### config.mk
export PLATFORM = sky130hd
export DESIGN_NAME = mio_clk_div
export DESIGN_NICKNAME = d
export VERILOG_FILES = /design/src/rtl/mio_clk_div_pkg.sv /design/src/rtl/mio_clk_div_cfg.sv /design/src/rtl/mio_clk_div.sv
export SDC_FILE = /design/constraint.sdc
export NUM_CORES = 1
export LEC_CHECK = 0
export ABC_AREA = 1
export ABC_CLOCK_PERIOD_IN_PS = 3900
export CAP_MARGIN = 5
export CORE_MARGIN = 2
export CORE_UTILIZATION = 35
export CTS_CLUSTER_SIZE = 25
export DETAILED_ROUTE_END_ITERATION = 8
export GPL_ROUTABILITY_DRIVEN = 0
export GPL_TIMING_DRIVEN = 0
export HOLD_SLACK_MARGIN = 0.15
export PLACE_DENSITY_LB_ADDON = 0.12
export SLEW_MARGIN = 30
export SYNTH_ARGS = -nofsm -noshare
export SYNTH_HDL_FRONTEND = slang
export SYNTH_SLANG_ARGS = --single-unit
### constraint.sdc
create_clock -name clk -period 3.9 [get_ports clk]
set_input_delay 1.17 -clock clk [delete_from_list [all_inputs] [get_ports clk]]
set_output_delay 1.17 -clock clk [all_outputs]
set_load 0.005 [all_outputs]
### src/rtl/mio_clk_div_pkg.sv
// Shared types and helpers for the programmable divided-clock generator.
package mio_clk_div_pkg;

    localparam int MAX_W = 32;

    typedef enum logic [1:0] {
        ST_IDLE = 2'd0,
        ST_LOW  = 2'd1,
        ST_HIGH = 2'd2
    } mio_clk_div_state_t;

    // A waveform needs at least one low and one high cycle per period.
    function automatic logic mio_clk_div_cfg_legal(input logic [MAX_W-1:0] per,
                                                   input logic [MAX_W-1:0] high);
        return (per >= MAX_W'(2)) && (high >= MAX_W'(1)) && (high < per);
    endfunction

endpackage

### src/rtl/mio_clk_div_cfg.sv
// Configuration path: valid/ready intake, legality check, one-deep shadow and active {period, high}.
module mio_clk_div_cfg
    import mio_clk_div_pkg::*;
#(
    parameter int CNT_W      = 16,
    parameter int DEF_PERIOD = 4,
    parameter int DEF_HIGH   = 2
) (
    input  logic             clk,
    input  logic             reset_n,
    input  logic             cfg_valid,
    output logic             cfg_ready,
    input  logic [CNT_W-1:0] cfg_period,
    input  logic [CNT_W-1:0] cfg_high,
    output logic             cfg_err,
    input  logic             idle,
    input  logic             apply,
    output logic [CNT_W-1:0] act_high,
    output logic [CNT_W-1:0] eff_per,
    output logic [CNT_W-1:0] eff_high
);

    logic [CNT_W-1:0] per;
    logic [CNT_W-1:0] high;
    logic [CNT_W-1:0] sh_per;
    logic [CNT_W-1:0] sh_high;
    logic             sh_vld;
    logic             accept;
    logic             legal;
    logic             take;

    // Handshake: a transfer occurs when cfg_valid && cfg_ready; ready only while the shadow is empty.
    assign cfg_ready = !sh_vld;
    assign accept    = cfg_valid && cfg_ready;
    assign legal     = mio_clk_div_cfg_legal(MAX_W'(cfg_period), MAX_W'(cfg_high));
    assign take      = accept && legal;
    assign act_high  = high;

    // Values the active registers hold after an apply; a config taken in the apply cycle writes through.
    always_comb begin
        eff_per  = per;
        eff_high = high;
        if (sh_vld) begin
            eff_per  = sh_per;
            eff_high = sh_high;
        end else if (take) begin
            eff_per  = cfg_period;
            eff_high = cfg_high;
        end
    end

    always_ff @(posedge clk or negedge reset_n) begin
        if (!reset_n) begin
            per     <= CNT_W'(DEF_PERIOD);
            high    <= CNT_W'(DEF_HIGH);
            sh_per  <= '0;
            sh_high <= '0;
            sh_vld  <= 1'b0;
            cfg_err <= 1'b0;
        end else begin
            cfg_err <= accept && !legal;
            if (apply) begin
                per    <= eff_per;
                high   <= eff_high;
                sh_vld <= 1'b0;
            end else if (take) begin
                if (idle) begin
                    per  <= cfg_period;
                    high <= cfg_high;
                end else begin
                    sh_per  <= cfg_period;
                    sh_high <= cfg_high;
                    sh_vld  <= 1'b1;
                end
            end
        end
    end

endmodule

### src/rtl/mio_clk_div.sv
// Glitch-free programmable clock divider: registered div_clk with edge strobes and clean start/stop.
module mio_clk_div
    import mio_clk_div_pkg::*;
#(
    parameter int CNT_W      = 16,
    parameter int DEF_PERIOD = 4,
    parameter int DEF_HIGH   = 2
) (
    input  logic             clk,
    input  logic             reset_n,
    input  logic             cfg_valid,
    output logic             cfg_ready,
    input  logic [CNT_W-1:0] cfg_period,
    input  logic [CNT_W-1:0] cfg_high,
    output logic             cfg_err,
    input  logic             start,
    input  logic             stop,
    output logic             div_clk,
    output logic             rise_stb,
    output logic             fall_stb,
    output logic             running
);

    localparam logic [CNT_W-1:0] ONE = CNT_W'(1);

    mio_clk_div_state_t state;
    logic [CNT_W-1:0]   cnt;
    logic               stop_pend;
    logic               start_go;
    logic               boundary;
    logic               apply;
    logic [CNT_W-1:0]   act_high;
    logic [CNT_W-1:0]   eff_per;
    logic [CNT_W-1:0]   eff_high;

    assign start_go = (state == ST_IDLE) && start && !stop;
    assign boundary = (state == ST_HIGH) && (cnt == '0) && !(stop_pend || stop);
    assign apply    = start_go || boundary;
    assign running  = (state != ST_IDLE);

    mio_clk_div_cfg #(
        .CNT_W      (CNT_W),
        .DEF_PERIOD (DEF_PERIOD),
        .DEF_HIGH   (DEF_HIGH)
    ) u_cfg (
        .clk        (clk),
        .reset_n    (reset_n),
        .cfg_valid  (cfg_valid),
        .cfg_ready  (cfg_ready),
        .cfg_period (cfg_period),
        .cfg_high   (cfg_high),
        .cfg_err    (cfg_err),
        .idle       (state == ST_IDLE),
        .apply      (apply),
        .act_high   (act_high),
        .eff_per    (eff_per),
        .eff_high   (eff_high)
    );

    always_ff @(posedge clk or negedge reset_n) begin
        if (!reset_n) begin
            state     <= ST_IDLE;
            cnt       <= '0;
            stop_pend <= 1'b0;
            div_clk   <= 1'b0;
            rise_stb  <= 1'b0;
            fall_stb  <= 1'b0;
        end else begin
            rise_stb <= 1'b0;
            fall_stb <= 1'b0;
            case (state)
                ST_IDLE: begin
                    stop_pend <= 1'b0;
                    if (start_go) begin
                        state <= ST_LOW;
                        cnt   <= eff_per - eff_high - ONE;
                    end
                end
                ST_LOW: begin
                    if (stop) stop_pend <= 1'b1;
                    if (cnt == '0) begin
                        state    <= ST_HIGH;
                        cnt      <= act_high - ONE;
                        div_clk  <= 1'b1;
                        rise_stb <= 1'b1;
                    end else begin
                        cnt <= cnt - ONE;
                    end
                end
                ST_HIGH: begin
                    if (stop) stop_pend <= 1'b1;
                    if (cnt == '0) begin
                        div_clk  <= 1'b0;
                        fall_stb <= 1'b1;
                        // A stop arriving in the last high cycle still ends the waveform at this edge.
                        if (stop_pend || stop) begin
                            state     <= ST_IDLE;
                            stop_pend <= 1'b0;
                        end else begin
                            state <= ST_LOW;
                            cnt   <= eff_per - eff_high - ONE;
                        end
                    end else begin
                        cnt <= cnt - ONE;
                    end
                end
                default: state <= ST_IDLE;
            endcase
        end
    end

endmodule

==> results of run 1 <==
worst register-to-register path, cell delays in order (launching register included):
cell,delay (ns)
dfrtp_1,0.44
inv_2,0.24
clkbuf_1,0.48
clkbuf_2,0.45
o221ai_4,0.17
inv_2,0.09
ha_4,0.13
inv_2,0.04
fa_2,0.36
inv_1,0.06
nand2_1,0.04
nand2_1,0.05
nand2_1,0.06
nand2_2,0.10
nand3_2,0.06
o211ai_1,0.11
nand2_1,0.13
nand2_2,0.09
nand3_2,0.09
nand2_1,0.07
nand2_1,0.07
nand3_1,0.07
o21ai_1,0.08
nand2_1,0.07
nand2_1,0.05
nand2_1,0.06
nand2_1,0.05
through the flow:
stage / setup slack, ns / cell area [um^2] / hold slack (ns)
after global placement: -2.14 / 7460 / 0.464
after floorplan: -0.373 / 6750 / 0.447
after CTS: -0.412 / 8140 / 0.486
final: -0.436 / 8610 / 0.487
after global routing: -0.644 / 8610 / 0.505
after detailed placement: -1.70 / 7490 / 0.470
worst min-delay path by stage:
stage | depth (start not counted) | to | startpoint | slack, ns
2_1_floorplan | 2 | stop_pend | stop_pend | 0.45
3_3_place_gp | 1 | u_cfg.sh_per[12] | u_cfg.sh_per[12] | 0.46
3_5_place_dp | 2 | stop_pend | stop_pend | 0.47
4_1_cts | 2 | stop_pend | stop_pend | 0.49
5_1_grt | 1 | u_cfg.sh_per[12] | u_cfg.sh_per[12] | 0.50
6_report | 1 | u_cfg.sh_per[12] | u_cfg.sh_per[12] | 0.49
timing repair:
item | CTS | global route
hold buffers | 0 | 0
buffers inserted | 23 | 12
endpoints found under the hold margin | 0 | 0
cloned | 0 | 0
pin swaps | 37 | 36
endpoints found under the setup margin | 17 | 19
gates resized for setup | 198 | 97
cells in the final DEF, fill, tap and decap left out, types with 7 or more instances in the layout:
cell and n:
o22ai_1 12, nor3_1 12, ha_1 15, nand2_2 10
a22oi_1 7, inv_1 121, o211ai_1 11, nand3_2 11
inv_2 24, a21oi_1 39, nand3_1 36, nand2_1 161
clkbuf_16 10, mux2_1 7, nand4_1 7, buf_4 42
o21ai_1 23, a31oi_1 10, dfrtp_1 86, buf_6 9
clkbuf_1 14, ha_4 20, a21oi_2 9, o21ai_0 69
buf_2 22, nor2_1 90, clkdlybuf4s50_1 9, a31o_2 7
xor2_1 21
state kept, by name, indices dropped and copies added (netlist names):
register	count
u_cfg.cfg_err	1
u_cfg.per	16
cnt	16
rise_stb	1
fall_stb	1
u_cfg.sh_per	16
state	2
u_cfg.sh_high	16
u_cfg.sh_vld	1
u_cfg.act_high	16
div_clk	1
stop_pend	1
power by group:
part	total, uW	leakage, uW	internal, uW	switching, uW
logic	5770	0.00272	2380	3390
clock network	958	0.000152	526	433
registers	1670	0.00105	1360	311
total	8400	0.00392	4260	4130
logic make-up after synthesis:
kind of cell | Yosys count | share of synthesized area
xor gates and xnor gates | 25 | 0.0331
muxes | 7 | 0.0119
adders and majority gates | 37 | 0.0712
DFF | 88 | 0.333
and+or+nand+nor | 347 | 0.221
AOI/OAI and AO/OA | 241 | 0.221
buffers and inverters | 184 | 0.109
cell type report:
class	instances	area, um^2	share of cell area
Buffer	33	219	0.0254
Inverter	150	576	0.0669
Sequential cell	88	2200	0.256
Clock buffer	10	239	0.0278
Timing Repair Buffer	78	664	0.0772
Tap cell	234	293	0.0340
Multi-Input combinational cell	657	4340	0.504
Clock inverter	6	75.1	0.00872
per-layer routing:
metal  vias up  track usage  wire length (um)
met3        30       0.0344               818
met5         -            0                 0
met4         0       0.0684               541
met1      3065        0.314             10800
li1       3275            -                 -
met2       137        0.402             11200
==> flow_summary.ini, run 1 <==
[critical_path]
cp.depth = 34
rr_endpoint = cnt[12]
cp_num_buf_inv = 8
required_ns = 4.15
timing.rr.start = u_cfg.sh_vld
cp.arrival_ns = 4.59
critPathKind = in2reg
path_common_cell = nand2_1
slowest_delay_ns = 0.36
crit_path_start_kind = primary input
reg2reg_depth = 26
crit_path_end_kind = flop
reg2reg_slack_ns = 0.09
startpoint = cfg_period[6]
cp_top_family = simple AND/OR/NAND/NOR gates
endpoint = cnt[12]
critPathSlowestCell = fa_2
cp_max_fo = 5

[yosys]
yosys_warnings = 0
synth.area.top_cells = dfrtp_1 33%, nand2_1 9.6%, inv_1 8.2%
async_flop_share = 1.00
ys_seq_elements = 88
post-synth-top-count-cell = nand2_1
yosysUniqueCellTypes = 50
synth_edf_count = 0
synth_top_area_cell = dfrtp_1
ys_top_cells_by_count = 169 x nand2_1, 145 x inv_1, 95 x nor2_1
syn_inst = 929
netlist.area_leader.share = 0.326
yosysSeqAreaShare = 0.333
synth_area_per_cell_um2 = 7.12
synth_nets = 1003
synth-main-ff-cell = dfrtp_1
synth_area_um2 = 6610

[sta]
grt_setup_unrepaired = true
hold_viol_final = 0
setup_tns_ns = -2.37
finalSetupViolations = 12
worst_slack_ns = -0.436
finalMaxSlewViolations = 0
post-route-period-util = 1.11
maxSlewHeadroom = 0.505
clock_skew_ns = 0.0116
min_period_ns = 4.34
worst_pin_slew_ns = 0.742
timing.fmax_mhz = 231

[global_routing]
track_usage = 0.237
grt_pass1_wl_um = 36000
antenna_found_initial = 0
grt-ovfl-total = 0
grt_max_degree = 62
grt_pass1_vias = 6430

[power]
power_leakage_uw = 0.00392
p_total_uw = 8400
ir_drop_mv = 0.416
power_density_nw_per_um2 = 975

[routing]
drt_wl_total_um = 23400
vias_per_cell = 5.18
drc = 0
vias = 6507
wl_per_cell_um = 18.6
drt_iter0_markers = 392
first_pass_iters = 7
drtAntennaViolNets = 0

[final_layout]
fin_util = 0.462
fin_cells = 1256
fillers = 1923
diodes = 0
area_growth_pct = 30.2
drive_gt1_frac = 0.231
final_nets = 1091

[clock_tree]
clkSinkCount = 88
cts-root-buf = clkbuf_16
htree_num_levels = 3
clock_latency_ns = 0.36
cts_buffer_depth = 2
clk_pin_slew_ns = 0.08
cts_made_buffers = 9
cts_tree = built

[die]
coreArea_um2 = 18600
num_io_pins = 43
fp.dieW_um = 141
placement_rows = 50
die-area_um2 = 20000
start_util = 0.355
die_h_um = 141

[place]
place_hpwl_um = 17500
port_buffers = 42
placed_cells = 1206

[min_path]
worst_hold_path_type = reg2reg

[flow_run]
max_cap_viol_count = 0

[outcome]
status = finished, violations left
failed_checks = setup timing
Note: power is estimated with default switching activity, not from simulation.
==> run 2, diff against run 1 <==
Settings changed: DONT_BUFFER_PORTS set to 1, GPL_TIMING_DRIVEN 0 to not set, SYNTH_HIERARCHICAL set to 1.
==> run 2 against run 1 <==
Against the previous run:
- critical path depth down 10
- wire length increased by 15%
- critical endpoint is now cnt[14]
- largest power group unchanged
- the run now ends clean
- register-to-register slack better by 0.70 ns
- synthesized area up 14%
==> flow_summary.ini, run 2 <==
[outcome]
status = completed

[global_routing]
met2_usage = 0.395
grt-ovfl-total = 0
track_usage = 0.240
grt_pass1_vias = 7446
grt_max_degree = 89
antenna_found_initial = 0
met1_usage = 0.325
grt.busiest_layer = met2
grtUsageMet3 = 0.0458
grt_pass1_wl_um = 41600

[yosys]
synth_top_area_cell = dfrtp_1
async_flop_share = 1.00
ys_seq_elements = 88
synth-simple-area-share = 0.442
synth-compound-area-share = 0.0691
post-synth-top-count-cell = nand2_1
ys_top_cells_by_count = 449 x nand2_1, 165 x nand3_1, 150 x inv_1
synth-xor-area-share = 0.0233
synth-main-ff-cell = dfrtp_1
synth_nets = 1279
synth_area_per_cell_um2 = 6.26
synth.area.top_cells = dfrtp_1 29%, nand2_1 22%, nand3_1 11%
synth_edf_count = 0
post_synth_mux_area_share = 0
yosys.area_share.adder = 0.0641
syn_inst = 1204
synth_area_um2 = 7530
yosysSeqAreaShare = 0.293
netlist.area_leader.share = 0.286
synth_top_family_by_area = simple AND/OR/NAND/NOR gates
yosysUniqueCellTypes = 38
yosys_warnings = 6

[critical_path]
cp_num_buf_inv = 4
critPathSlowestCell = fa_2
cp.arrival_ns = 4.03
critPathKind = in2reg
required_ns = 4.15
path_common_cell = nand2_1
cp_max_fo = 7
crit_chain = inv_1, ha_1, a21oi_1, a21oi_2, nor2_4, nand3_4, buf_12, nand3_4, nand3_4, inv_2, ha_4, inv_2, fa_2, nand3b_1, nand2_2, nand2_2, nand2_2, nand2_1, nand2_1, nand2_1, nand3_1, nand2_1, nand2_1, nand2_1
cp_top_family = simple AND/OR/NAND/NOR gates
crit_path_start_kind = primary input
slowest_delay_ns = 0.36
crit_path_end_kind = flop

[place]
port_buffers = 0
dp_slack_ns = -0.472
place_hpwl_um = 19100
placed_cells = 1502

[die]
die_h_um = 151
placement_rows = 53
fp.dieW_um = 151
coreArea_um2 = 21100
num_io_pins = 43
die-area_um2 = 22700
start_util = 0.357

[clock_tree]
cts_tree = built
clk_pin_slew_ns = 0.07
cts-root-buf = clkbuf_16
hold_buffers = 0
cts_made_buffers = 9
htree_num_levels = 3
cts_buffer_depth = 2
clock_latency_ns = 0.36
clkSinkCount = 88

[sta]
grt_setup_unrepaired = true
finalMaxSlewViolations = 0
hold_viol_final = 0
clock_skew_ns = 0.0132
worst_slack_ns = 0.117
setup_tns_ns = 0
min_period_ns = 3.78
worst_pin_slew_ns = 0.794
maxSlewHeadroom = 0.468
post-route-period-util = 0.970
finalSetupViolations = 0
timing.fmax_mhz = 264
hold_ws_ns = 0.492

[power]
ir_drop_mv = 0.252
power_density_nw_per_um2 = 582
power_leakage_uw = 0.00477
p_total_uw = 5270

[final_layout]
drive_gt1_frac = 0.169
fin_cells = 1535
area_growth_pct = 20.3
fillers = 2285
final_nets = 1330
layout_common_cells = 434 x nand2_1, 147 x nand3_1, 140 x inv_1
diodes = 0
seq_area_um2 = 2200
multi_input_area_um2 = 4880
final_common_cell = nand2_1

[routing]
wl_per_cell_um = 17.6
drt_wl_total_um = 27000
vias = 7706
drt_iter0_markers = 594
drc = 0
vias_per_cell = 5.02
first_pass_iters = 5
drtAntennaViolNets = 0

[min_path]
worst_hold_path_type = reg2reg

[flow_run]
max_cap_viol_count = 0
run 2: cell count changes after synthesis, moves of 11 or more:
cell      change
nand3_1     +118
o211ai_1     -11
o22ai_1      -12
a31oi_1      -12
a21oi_1      -23
nand2_1     +280
o21ai_0      -40
nand4_1      +15
nor2_2       +11
nor2_1       -13
o21ai_1      -14
run 2: area by class of cell:
class,count,share of cell area
Inverter,158,0.0668
Multi-Input combinational cell,916,0.538
Clock inverter,7,0.00580
Tap cell,275,0.0380
Timing Repair Buffer,82,0.0830
Sequential cell,88,0.243
Clock buffer,9,0.0248
run 2: metrics by stage:
step,util,cell area (um^2)
floorplan,-,7570
CTS,0.405,8530
detailed placement,0.391,8250
finish,0.430,9060
global route,0.430,9060
global placement,0.391,8250
run 2: timing repair:
action / CTS / global route
cloned: 0 / 4
resized for setup: 2 / 73
buffers inserted: 0 / 13
endpoints found under the setup margin: 1 / 13
pin swaps: 0 / 28
run 2: worst paths after layout:
check | start | to | slack, ns | cells past startpoint
min | u_cfg/sh_per[10] | u_cfg/sh_per[10] | 0.49 | 1
min reg2reg | u_cfg/sh_per[10] | u_cfg/sh_per[10] | 0.49 | 1
min in group asynchronous | reset_n | fall_stb | 0.51 | 0
max reg2reg | u_cfg/sh_vld | cnt[14] | 0.79 | 20
max in group asynchronous | reset_n | u_cfg/sh_per[11] | 3.11 | 0
max | cfg_period[11] | cnt[14] | 0.12 | 24
run 2: kinds of logic after synthesis:
| logic type | after synthesis |
|---|---|
| xor gates and xnor gates | 20 |
| buffers and inverters | 200 |
| and+or+nand+nor | 764 |
| AOI/OAI and AO/OA | 94 |
| DFF | 88 |
| adders and majority gates | 38 |
run 2: where the power goes:
part | switching, uW | internal [uW] | total [uW]
Clock | 440 | 440 | 879
Combinational | 1830 | 1340 | 3180
Sequential | 121 | 1100 | 1220
run 2: worst register-to-register path, delay by kind of cell (launching register included):
family	cells	cell delay, ns
buf+inv	3	0.33
fa+ha+maj	2	0.48
simple gates	15	1.65
flops	1	0.53
run 2: layer usage:
metal  vias up  share of wire
li1       3909              -
met1      3572           0.46
met2       196           0.47
met3        29          0.051
met4         0          0.018
met5         -              0
